===== src/rtl/glitc_config_ctrl_if.sv =====
// Wishbone slave bus between TISC software and the GLITC configuration sequencer.
// Signal names carry the slave's direction suffixes.
interface glitc_config_ctrl_if;
  logic        cyc_i;
  logic        stb_i;
  logic        we_i;
  logic [3:0]  adr_i;
  logic [31:0] dat_i;
  logic [3:0]  sel_i;
  logic [31:0] dat_o;
  logic        ack_o;
  logic        err_o;
  logic        rty_o;

  modport master (
    output cyc_i, stb_i, we_i, adr_i, dat_i, sel_i,
    input  dat_o, ack_o, err_o, rty_o
  );

  modport slave (
    input  cyc_i, stb_i, we_i, adr_i, dat_i, sel_i,
    output dat_o, ack_o, err_o, rty_o
  );
endinterface


===== src/rtl/glitc_config_ctrl.sv =====
// Per-GLITC configuration sequencer: drives PROGRAM_B/INIT_B, watches DONE and
// tells the GLITCBUS master (gready) which GLITCs are configured.
module glitc_config_ctrl #(
  parameter int unsigned PROG_CYCLES      = 64,
  parameter int unsigned INIT_HOLD_CYCLES = 64,
  parameter int unsigned INIT_TIMEOUT     = 65535,
  parameter int unsigned DONE_TIMEOUT     = 16777215,
  parameter int unsigned CNT_WIDTH        = 24
) (
  input  logic                clk_i,
  input  logic                rst_i,
  glitc_config_ctrl_if.slave  wb,
  output logic [3:0]          program_b_o,
  output logic [3:0]          init_b_oe_o,
  input  logic [3:0]          init_b_i,
  input  logic [3:0]          done_i,
  output logic [3:0]          gready_o
);

  localparam logic [2:0] S_IDLE      = 3'd0;
  localparam logic [2:0] S_PROG      = 3'd1;
  localparam logic [2:0] S_INIT_HOLD = 3'd2;
  localparam logic [2:0] S_WAIT_INIT = 3'd3;
  localparam logic [2:0] S_LOADING   = 3'd4;
  localparam logic [2:0] S_READY     = 3'd5;
  localparam logic [2:0] S_ERROR     = 3'd6;

  localparam logic [CNT_WIDTH-1:0] PROG_LAST = CNT_WIDTH'(PROG_CYCLES - 1);
  localparam logic [CNT_WIDTH-1:0] HOLD_LAST = CNT_WIDTH'(INIT_HOLD_CYCLES - 1);
  localparam logic [CNT_WIDTH-1:0] INIT_TO   = CNT_WIDTH'(INIT_TIMEOUT);
  localparam logic [CNT_WIDTH-1:0] DONE_TO   = CNT_WIDTH'(DONE_TIMEOUT);

  logic [3:0] done_m_q, done_s, init_m_q, init_s;
  logic [3:0][2:0] state_q, state_d;
  logic [3:0][CNT_WIDTH-1:0] timer_q, timer_d;
  logic [3:0] err_flag_q, err_flag_d, err_set, busy;
  logic [3:0] program_b_q, init_oe_q, gready_q;
  logic       post_rst_q;
  logic       ack_q, wr_q, req;
  logic [1:0] wadr_q;
  logic [3:0] wdat_q, start, errclr;
  logic [31:0] dat_q, rd_data;
  logic       unused_ok;

  // Synchronizers are left out of reset so DONE is already valid when reset falls.
  always_ff @(posedge clk_i) begin
    done_m_q <= done_i;
    done_s   <= done_m_q;
    init_m_q <= init_b_i;
    init_s   <= init_m_q;
  end

  assign req    = wb.cyc_i & wb.stb_i & ~ack_q;
  assign start  = (ack_q && wr_q && wadr_q == 2'd0) ? wdat_q : 4'h0;
  assign errclr = (ack_q && wr_q && wadr_q == 2'd2) ? wdat_q : 4'h0;

  always_comb begin
    for (int n = 0; n < 4; n++) begin
      state_d[n] = state_q[n];
      case (state_q[n])
        S_IDLE:      if (post_rst_q && done_s[n]) state_d[n] = S_READY;
        S_PROG:      if (timer_q[n] == PROG_LAST) state_d[n] = S_INIT_HOLD;
        S_INIT_HOLD: if (timer_q[n] == HOLD_LAST) state_d[n] = S_WAIT_INIT;
        S_WAIT_INIT: if (init_s[n]) state_d[n] = S_LOADING;
                     else if (timer_q[n] == INIT_TO) state_d[n] = S_ERROR;
        S_LOADING:   if (done_s[n]) state_d[n] = S_READY;
                     else if (timer_q[n] == DONE_TO) state_d[n] = S_ERROR;
        S_READY:     if (!done_s[n]) state_d[n] = S_ERROR;
        S_ERROR:     state_d[n] = S_ERROR;
        default:     state_d[n] = S_IDLE;
      endcase
      if (start[n]) state_d[n] = S_PROG;
      busy[n]    = (state_q[n] >= S_PROG) && (state_q[n] <= S_LOADING);
      err_set[n] = (state_d[n] == S_ERROR) && (state_q[n] != S_ERROR);
      // A restart re-enters PROG from PROG, so the start strobe also clears the timer.
      if (state_d[n] != state_q[n] || start[n]) timer_d[n] = '0;
      else if (busy[n])                         timer_d[n] = timer_q[n] + CNT_WIDTH'(1);
      else                                      timer_d[n] = '0;
    end
    err_flag_d = (err_flag_q & ~errclr) | err_set;
  end

  always_comb begin
    rd_data = 32'h0;
    case (wb.adr_i[3:2])
      2'd1: rd_data = {12'h0, busy, err_flag_q, init_s, done_s, gready_q};
      2'd2: rd_data = {28'h0, err_flag_q};
      2'd3: rd_data = {16'h0, 1'b0, state_q[3], 1'b0, state_q[2],
                       1'b0, state_q[1], 1'b0, state_q[0]};
      default: rd_data = 32'h0;
    endcase
  end

  always_ff @(posedge clk_i) begin
    if (rst_i) begin
      state_q     <= {4{S_IDLE}};
      timer_q     <= '0;
      err_flag_q  <= 4'h0;
      program_b_q <= 4'hF;
      init_oe_q   <= 4'h0;
      gready_q    <= 4'h0;
      post_rst_q  <= 1'b1;
      ack_q       <= 1'b0;
      wr_q        <= 1'b0;
      dat_q       <= 32'h0;
    end else begin
      state_q    <= state_d;
      timer_q    <= timer_d;
      err_flag_q <= err_flag_d;
      post_rst_q <= 1'b0;
      for (int n = 0; n < 4; n++) begin
        program_b_q[n] <= (state_q[n] != S_PROG);
        init_oe_q[n]   <= (state_q[n] == S_INIT_HOLD);
        gready_q[n]    <= (state_q[n] == S_READY);
      end
      ack_q <= req;
      wr_q  <= req & wb.we_i;
      if (req) dat_q <= rd_data;
    end
  end

  always_ff @(posedge clk_i) begin
    if (req) begin
      wadr_q <= wb.adr_i[3:2];
      wdat_q <= wb.dat_i[3:0];
    end
  end

  assign program_b_o = program_b_q;
  assign init_b_oe_o = init_oe_q;
  assign gready_o    = gready_q;
  assign wb.dat_o    = dat_q;
  assign wb.ack_o    = ack_q;
  assign wb.err_o    = 1'b0;
  assign wb.rty_o    = 1'b0;
  assign unused_ok   = ^{wb.sel_i, wb.adr_i[1:0], wb.dat_i[31:4]};

endmodule


===== src/flat_wrapper.sv =====
// flat-port wrapper written by rule: the top's interface ports become plain ports
module glitc_config_ctrl_flat 
#(
  parameter int unsigned PROG_CYCLES      = 64,
  parameter int unsigned INIT_HOLD_CYCLES = 64,
  parameter int unsigned INIT_TIMEOUT     = 65535,
  parameter int unsigned DONE_TIMEOUT     = 16777215,
  parameter int unsigned CNT_WIDTH        = 24
)
  (clk_i, rst_i, program_b_o, init_b_oe_o, init_b_i, done_i, gready_o, wb_cyc_i, wb_stb_i, wb_we_i, wb_adr_i, wb_dat_i, wb_sel_i, wb_dat_o, wb_ack_o, wb_err_o, wb_rty_o);
  glitc_config_ctrl_if wb_i ();
  input  logic clk_i;
  input  logic rst_i;
  output logic [3:0] program_b_o;
  output logic [3:0] init_b_oe_o;
  input  logic [3:0] init_b_i;
  input  logic [3:0] done_i;
  output logic [3:0] gready_o;
  input wire logic [$bits(wb_i.cyc_i)-1:0] wb_cyc_i;
  input wire logic [$bits(wb_i.stb_i)-1:0] wb_stb_i;
  input wire logic [$bits(wb_i.we_i)-1:0] wb_we_i;
  input wire logic [$bits(wb_i.adr_i)-1:0] wb_adr_i;
  input wire logic [$bits(wb_i.dat_i)-1:0] wb_dat_i;
  input wire logic [$bits(wb_i.sel_i)-1:0] wb_sel_i;
  output wire logic [$bits(wb_i.dat_o)-1:0] wb_dat_o;
  output wire logic [$bits(wb_i.ack_o)-1:0] wb_ack_o;
  output wire logic [$bits(wb_i.err_o)-1:0] wb_err_o;
  output wire logic [$bits(wb_i.rty_o)-1:0] wb_rty_o;
  assign wb_i.cyc_i = wb_cyc_i;
  assign wb_i.stb_i = wb_stb_i;
  assign wb_i.we_i = wb_we_i;
  assign wb_i.adr_i = wb_adr_i;
  assign wb_i.dat_i = wb_dat_i;
  assign wb_i.sel_i = wb_sel_i;
  assign wb_dat_o = wb_i.dat_o;
  assign wb_ack_o = wb_i.ack_o;
  assign wb_err_o = wb_i.err_o;
  assign wb_rty_o = wb_i.rty_o;
  glitc_config_ctrl #(.PROG_CYCLES(PROG_CYCLES), .INIT_HOLD_CYCLES(INIT_HOLD_CYCLES), .INIT_TIMEOUT(INIT_TIMEOUT), .DONE_TIMEOUT(DONE_TIMEOUT), .CNT_WIDTH(CNT_WIDTH)) u_core (.clk_i(clk_i), .rst_i(rst_i), .wb(wb_i), .program_b_o(program_b_o), .init_b_oe_o(init_b_oe_o), .init_b_i(init_b_i), .done_i(done_i), .gready_o(gready_o));
endmodule

===== config.mk =====
export PLATFORM = sky130hd
export DESIGN_NAME = glitc_config_ctrl_flat
export DESIGN_NICKNAME = d
export VERILOG_FILES = /design/src/rtl/glitc_config_ctrl_if.sv /design/src/rtl/glitc_config_ctrl.sv /design/src/flat_wrapper.sv
export SDC_FILE = /design/constraint.sdc
export NUM_CORES = 1
export LEC_CHECK = 0
export CAP_MARGIN = 20
export CORE_ASPECT_RATIO = 2
export CORE_UTILIZATION = 59
export CTS_CLUSTER_SIZE = 25
export DETAILED_ROUTE_END_ITERATION = 12
export PLACE_DENSITY = 0.94
export RECOVER_POWER = 100
export SYNTH_ARGS = -nofsm -noshare
export SYNTH_HDL_FRONTEND = slang
export SYNTH_SLANG_ARGS = --single-unit
export TNS_END_PERCENT = 30

===== constraint.sdc =====
create_clock -name clk_i -period 4.72 [get_ports clk_i]
set_clock_uncertainty 0.05 [all_clocks]
set_input_delay 0.472 -clock clk_i [delete_from_list [all_inputs] [get_ports clk_i]]
set_output_delay 0.472 -clock clk_i [all_outputs]
set_load 0.02 [all_outputs]

Yosys cells after proc, flatten, opt, wreduce, memory -nomap -nowiden
Index checks and enable logic that the tools add are counted.
{"block": "op_classes", "n_addsub": 4, "n_reduce_logical": 28, "eq_ne": 56, "n_mux": 44, "magnitude_cmp": 8, "n_bitwise": 11}
{"operator": "two-way mux 3 bit", "n": 36}
{"operator": "adder 24 x 1 -> 24 bit, second input constant", "n": 4}
{"operator": "== test 24 x 16 -> 1 bit, second input constant", "n": 4}
{"operator": "== test 24 bit, second input constant", "n": 4}
{"operator": "== test 24 x 6 -> 1 bit, second input constant", "n": 4}
{"operator": "case mux 3 bit (7 select lines)", "n": 4}
{"operator": "case mux 20 bit (3 select lines)", "n": 1}
{"operator": "== test 3 bit, second input constant", "n": 16}
{"operator": "== test 3 x 2 -> 1 bit, second input constant", "n": 8}
{"operator": "logical AND 1 bit", "n": 15}
{"operator": "== test 3 x 1 -> 1 bit, second input constant", "n": 4}
{"operator": ">= comparator 3 x 1 -> 1 bit, second input constant", "n": 4}
{"operator": "<= comparator 3 bit, second input constant", "n": 4}
{"operator": "zero test 3 bit", "n": 4}
{"operator": "inequality test 3 x 1 -> 1 bit, second input constant", "n": 4}
{"operator": "inequality test 3 bit", "n": 4}
{"operator": "inequality test 3 bit, second input constant", "n": 4}
{"operator": "OR reduction 3 bit", "n": 4}
{"operator": "two-way mux 4 bit", "n": 2}
{"operator": "== test 2 bit, second input constant", "n": 3}
{"operator": "NOT 1 bit", "n": 5}
{"operator": "AND 4 bit", "n": 1}
{"operator": "logical OR 1 bit", "n": 4}
{"operator": "NOT 4 bit", "n": 1}
{"operator": "other kinds (5)", "n": 7}
{"block": "word_totals", "output_inout_bits": 47, "inputBits": 53, "regBits": 181}

Longest topological paths before layout
{"block": "depth", "depth_word": 8, "ltp_mapped": 9, "ltp_nobuf": 7}

Worst setup path before layout
No wires, ideal clock.
{"block": "synth_timing", "kind": "register to register", "from": "reg u_core.timer_q[48] in the netlist's numbering", "to": "reg u_core.timer_q[69] in the netlist's numbering", "path_stages_with_launch": 10, "setup_time_ns": 0.115, "t_arrival_ns": 2.033, "setup_slack_ns": 2.522, "required_time_ns": 4.555, "path_cell_list": "dfxtp_1 -> ha_1 -> nand2_1 -> nor3_2 -> a41oi_2 -> a221o_1 -> or4b_1 -> buf_6 -> buf_8 -> nor2_1"}
{"block": "synth_between", "elab_chain_len": 8}
{"item": "from (decl)", "line": "glitc_config_ctrl.sv:35", "text": "logic [3:0][CNT_WIDTH-1:0] timer_q, timer_d;"}
{"item": "from (signal assigned)", "line": "glitc_config_ctrl.sv:108", "text": "timer_q <= timer_d;"}
{"item": "== test 24 bit / == test 24 x 16 -> 1 bit (equally long branches)", "line": "glitc_config_ctrl.sv:67, glitc_config_ctrl.sv:65"}
{"item": "two-way mux 3 bit (on tied branches)", "line": "glitc_config_ctrl.sv:67, glitc_config_ctrl.sv:65"}
{"item": "two-way mux 3 bit (on tied branches)", "line": "glitc_config_ctrl.sv:66, glitc_config_ctrl.sv:64"}
{"item": "case mux 3 bit (7 select lines)", "line": "glitc_config_ctrl.sv:60", "text": "case (state_q[n])"}
{"item": "two-way mux 3 bit", "line": "glitc_config_ctrl.sv:72", "text": "if (start[n]) state_d[n] = S_PROG;"}
{"item": "inequality test 3 bit", "line": "glitc_config_ctrl.sv:76", "text": "if (state_d[n] != state_q[n] || start[n]) timer_d[n] = '0;"}
{"item": "logical OR 1 bit", "line": "glitc_config_ctrl.sv:76"}
{"item": "OR reduction 3 bit (no line)"}
Parallel ways exist; a longest one is shown, timed or not.
A chain may end at the register's enable or synchronous reset.

Worst setup path in the final report
{"block": "layout_timing", "from": "in wb_cyc_i", "to": "reg u_core.dat_q[19] (netlist: u_core.wb.dat_o[19])"}
{"block": "layout_between", "elab_chain_len": 2}
{"item": "from (decl)", "line": "flat_wrapper.sv:19", "text": "input wire logic [$bits(wb_i.cyc_i)-1:0] wb_cyc_i;"}
{"item": "AND 1 bit (2 in series)", "line": "glitc_config_ctrl.sv:53", "text": "assign req = wb.cyc_i & wb.stb_i & ~ack_q;"}
{"item": "to (signal assigned)", "line": "glitc_config_ctrl.sv:118", "text": "if (req) dat_q <= rd_data;"}
{"item": "to (decl)", "line": "glitc_config_ctrl.sv:42", "text": "logic [31:0] dat_q, rd_data;"}
No other way between the ends.

==> impl_metrics.csv <==
group,metric,value,unit
status,status,"finished clean",
worst_setup_path,worstPathArrival,3930,ps
drt,wl_per_cell,16.84,um
cells_and_area,antennaDiodeCount,0,
sta,relSlewSlack,0.8927,%
synth,ys_seq_elements,169,
clock_network,cts_num_sinks,169,
worst_setup_path,critPathLaunchType,"input port",
worst_setup_path,critical-path-top-delay-family,"simple AND/OR/NAND/NOR gates",
drt,drt_iter0_drc,601,
clock_network,cts_setup_buffers,0,
sta,hold_viol_final,0,
clock_network,numCtsBuffers,17,
clock_network,post_cts_resized,0,
synth,syn_avg_cell_area,8.783,um2
clock_network,ctsHoldBuffers,0,
power_and_ir_drop,leakage,3.035,nW
global_routing,antenna_found_initial,0,
synth,synth_edf_count,6,
worst_setup_path,cp.required,4970,ps
job,maxCapViolations,0,
clock_network,clkTransAtPathRegs,70,ps
synth,synth_adder_area_share,0.6610,%
power_and_ir_drop,vdd_drop_max,0.2951,mV
global_routing,grt_start_max_net_pins,44,
worst_setup_path,critPathBufInv,2,
cells_and_area,stdcell_count,1058,
cells_and_area,fill_cells,901,
placement,hpwl,11.43,mm
die,core-area,12550,um2
synth,synthCells,862,
worst_setup_path,path_class,"in2reg",
synth,synth_top_family_by_area,"simple AND/OR/NAND/NOR gates",
worst_setup_path,critical_path.max_stage_delay,1140,ps
synth,synth_compound_area_share,8.494,%
clock_network,cts_root_buf,"clkbuf_16",
die,die_area,13320,um2
die,die_w,82.10,um
drt,vias_per_cell,6.157,
global_routing,grt_pass1_wl,29.12,mm
synth,synth-simple-area-share,27.53,%
cells_and_area,drive_gt1_share,5.947,%
synth,netlist_area,7571,um2
global_routing,grt_usage,28.41,%
sta,finalSetupViolations,0,
cells_and_area,areaGrowthSynthToFinish,13.52,%
min_path,hold_path_class,"reg2reg",
die,start_util,60.30,%
synth,yosys.area_share.xor_xnor,10.64,%
synth,synth_top_area_cell,"dfxtp_1",
sta,max_freq,272.3,MHz
clock_network,cts_htree_levels,4,
worst_setup_path,cp_slowest_cell,"clkinv_1",
sta,min_period_over_period,77.81,%
synth,yosys_warnings,0,
clock_network,cts_buffer_depth,2,
global_routing,grt-ovfl-total,0,
placement,place_area,8025,um2
sta,drv_slew,0,
worst_setup_path,cp_cell_sequence,"clkdlybuf4s50_1, nand2_1, or2_0, clkinv_1, and2_0, a22oi_1, nor2_1",
die,num_io_pins,100,
clock_network,clk-insertion-delay-late,440,ps
placement,gp_congestion,0.9269,
global_routing,grt_pass1_vias,6254,
synth,synth.mux.area_fraction,2.231,%
sta,worst_slew_pin_slew,1487,ps
drt,first_pass_iters,9,
die,die_h,162.2,um
synth,synth_ff_type,"dfxtp_1",
worst_setup_path,end_kind,"flip-flop",
synth,async_reset_ff_share,0,%
synth,synth_top_area_share,43.10,%
worst_setup_path,cp_max_fo,24,
sta,finalSetupTns,0,ps
synth,synth_seq_area_share,45.48,%
cells_and_area,finalNetCount,952,
synth,ys_top_cells_by_area,"dfxtp_1, nor2_1, xor2_1, xnor2_1, nand3_1",
placement,dpl.cell_count,1025,
sta,fin_crit,3673,ps
power_and_ir_drop,p_per_area,360.6,nW/um2
drt,vias,6514,
drt,drc,0,
placement,port_buffers,51,
cells_and_area,design_area,8594,um2
clock_network,tritoncts,"yes",
drt,wirelength,17.81,mm
die,fp-row-count,58,
synth,synth_cell_types,72,
drt,drtAntennaViolNets,0,
sta,rsz0062_at_grt,"no",
==> Yosys cell counts, types with 4 or more instances <==
cell,count
nor3b_1,6
nor3_1,35
nor2_2,4
and2_1,8
edfxtp_1,6
nor2_1,129
mux2_2,12
nand2b_1,8
or3_1,6
clkbuf_1,26
and4_1,8
xnor2_1,38
a31oi_1,6
and3_1,17
o31ai_1,4
a21oi_1,28
o211ai_1,5
buf_4,18
inv_1,18
a211oi_1,5
dfxtp_1,163
nand3_1,56
a221oi_1,4
xor2_1,54
nand4_1,22
or4_1,4
ha_1,4
nor4_1,19
nand2_1,71
o21ai_0,9
nor2b_1,12
==> power breakdown <==
| part | internal [W] | switching, W | leakage [nW] |
|---|---|---|---|
| sequential | 0.00146 | 0.0000405 | 1.38 |
| combinational | 0.0000691 | 0.000123 | 1.37 |
| clock | 0.000795 | 0.000608 | 0.287 |
==> layout make-up <==
| type | count | area, um2 | area share (%) |
|---|---|---|---|
| clock buffers | 19 | 432.9 | 5.037 |
| clock inverters | 13 | 160.2 | 1.863 |
| inverters | 19 | 71.32 | 0.8298 |
| multi-input cells | 635 | 3776 | 43.94 |
| flip-flops and latches | 169 | 3443 | 40.06 |
| well taps | 150 | 187.7 | 2.184 |
| repair buffers | 53 | 523.0 | 6.085 |
==> cell usage in the layout, fill, tap and decap left out, drive strengths merged, types with 8 or more instances in the layout <==
cell           n
a21oi         28
and2           8
and3          18
and4           9
clkbuf        20
conb          14
dfxtp        163
dlygate4sd3   48
inv           23
mux2          12
nand2         71
nand2b         8
nand3         56
nand4         22
nor2         133
nor2b         12
nor3          36
nor4          19
o21ai          9
xnor2         38
xor2          54
==> worst register-to-register path, stage by stage, from the launching register on <==
cell and delay, ps:
dfxtp_1 380, or2_0 1120, clkinv_1 1150, and2_0 490
a22oi_1 200, nor2_1 60
==> sequential cells by signal, summed over array words and instances (netlist names) <==
signal	flops
u_core.timer_q	96
u_core.wb.dat_o	20
u_core.state_q	12
u_core.done_m_q	4
u_core.done_s	4
u_core.err_flag_q	4
u_core.gready_o	4
u_core.init_b_oe_o	4
u_core.init_m_q	4
u_core.init_s	4
u_core.program_b_o	4
u_core.wdat_q	4
u_core.wadr_q	2
u_core.post_rst_q	1
u_core.wb.ack_o	1
u_core.wr_q	1
==> through the flow <==
stage          utilization [%]  hold slack (ps)  worst slack, ps  power [W]
2_1_floorplan                -            259.6             2522   0.001677
3_3_place_gp             63.92            261.1             1639   0.001720
3_5_place_dp             63.92            262.1             1523   0.001726
4_1_cts                  68.65            278.0             1446   0.003110
5_1_grt                  68.46            282.1            801.5   0.003193
6_report                 68.46            275.6             1047   0.003099
==> kinds of logic after synthesis <==
logic type | after synthesis
and+or+nand+nor | 419
buffers and inverters | 71
DFF | 169
xor gates and xnor gates | 92
AOI/OAI and AO/OA | 91
adders and majority gates | 4
other | 1
muxes | 15
==> final timing paths <==
check	from	endpoint	slack, ps	cells after the start
setup / recovery	wb_cyc_i	u_core.wb.dat_o[19]	1050	7
hold / removal	u_core.init_m_q[2]	u_core.init_s[2]	280	0
setup reg to reg	u_core.wb.ack_o	u_core.wb.dat_o[19]	1150	5
hold reg to reg	u_core.init_m_q[2]	u_core.init_s[2]	280	0
==> routing by layer <==
layer,global-route usage (%),routed length (um),up-vias
li1,-,-,3050
met1,30.14,6561,3072
met2,48.12,9191,300
met3,6.404,968,92
met4,19.38,1093,0
met5,0,0,-
Note: power is estimated with default switching activity, not from simulation.
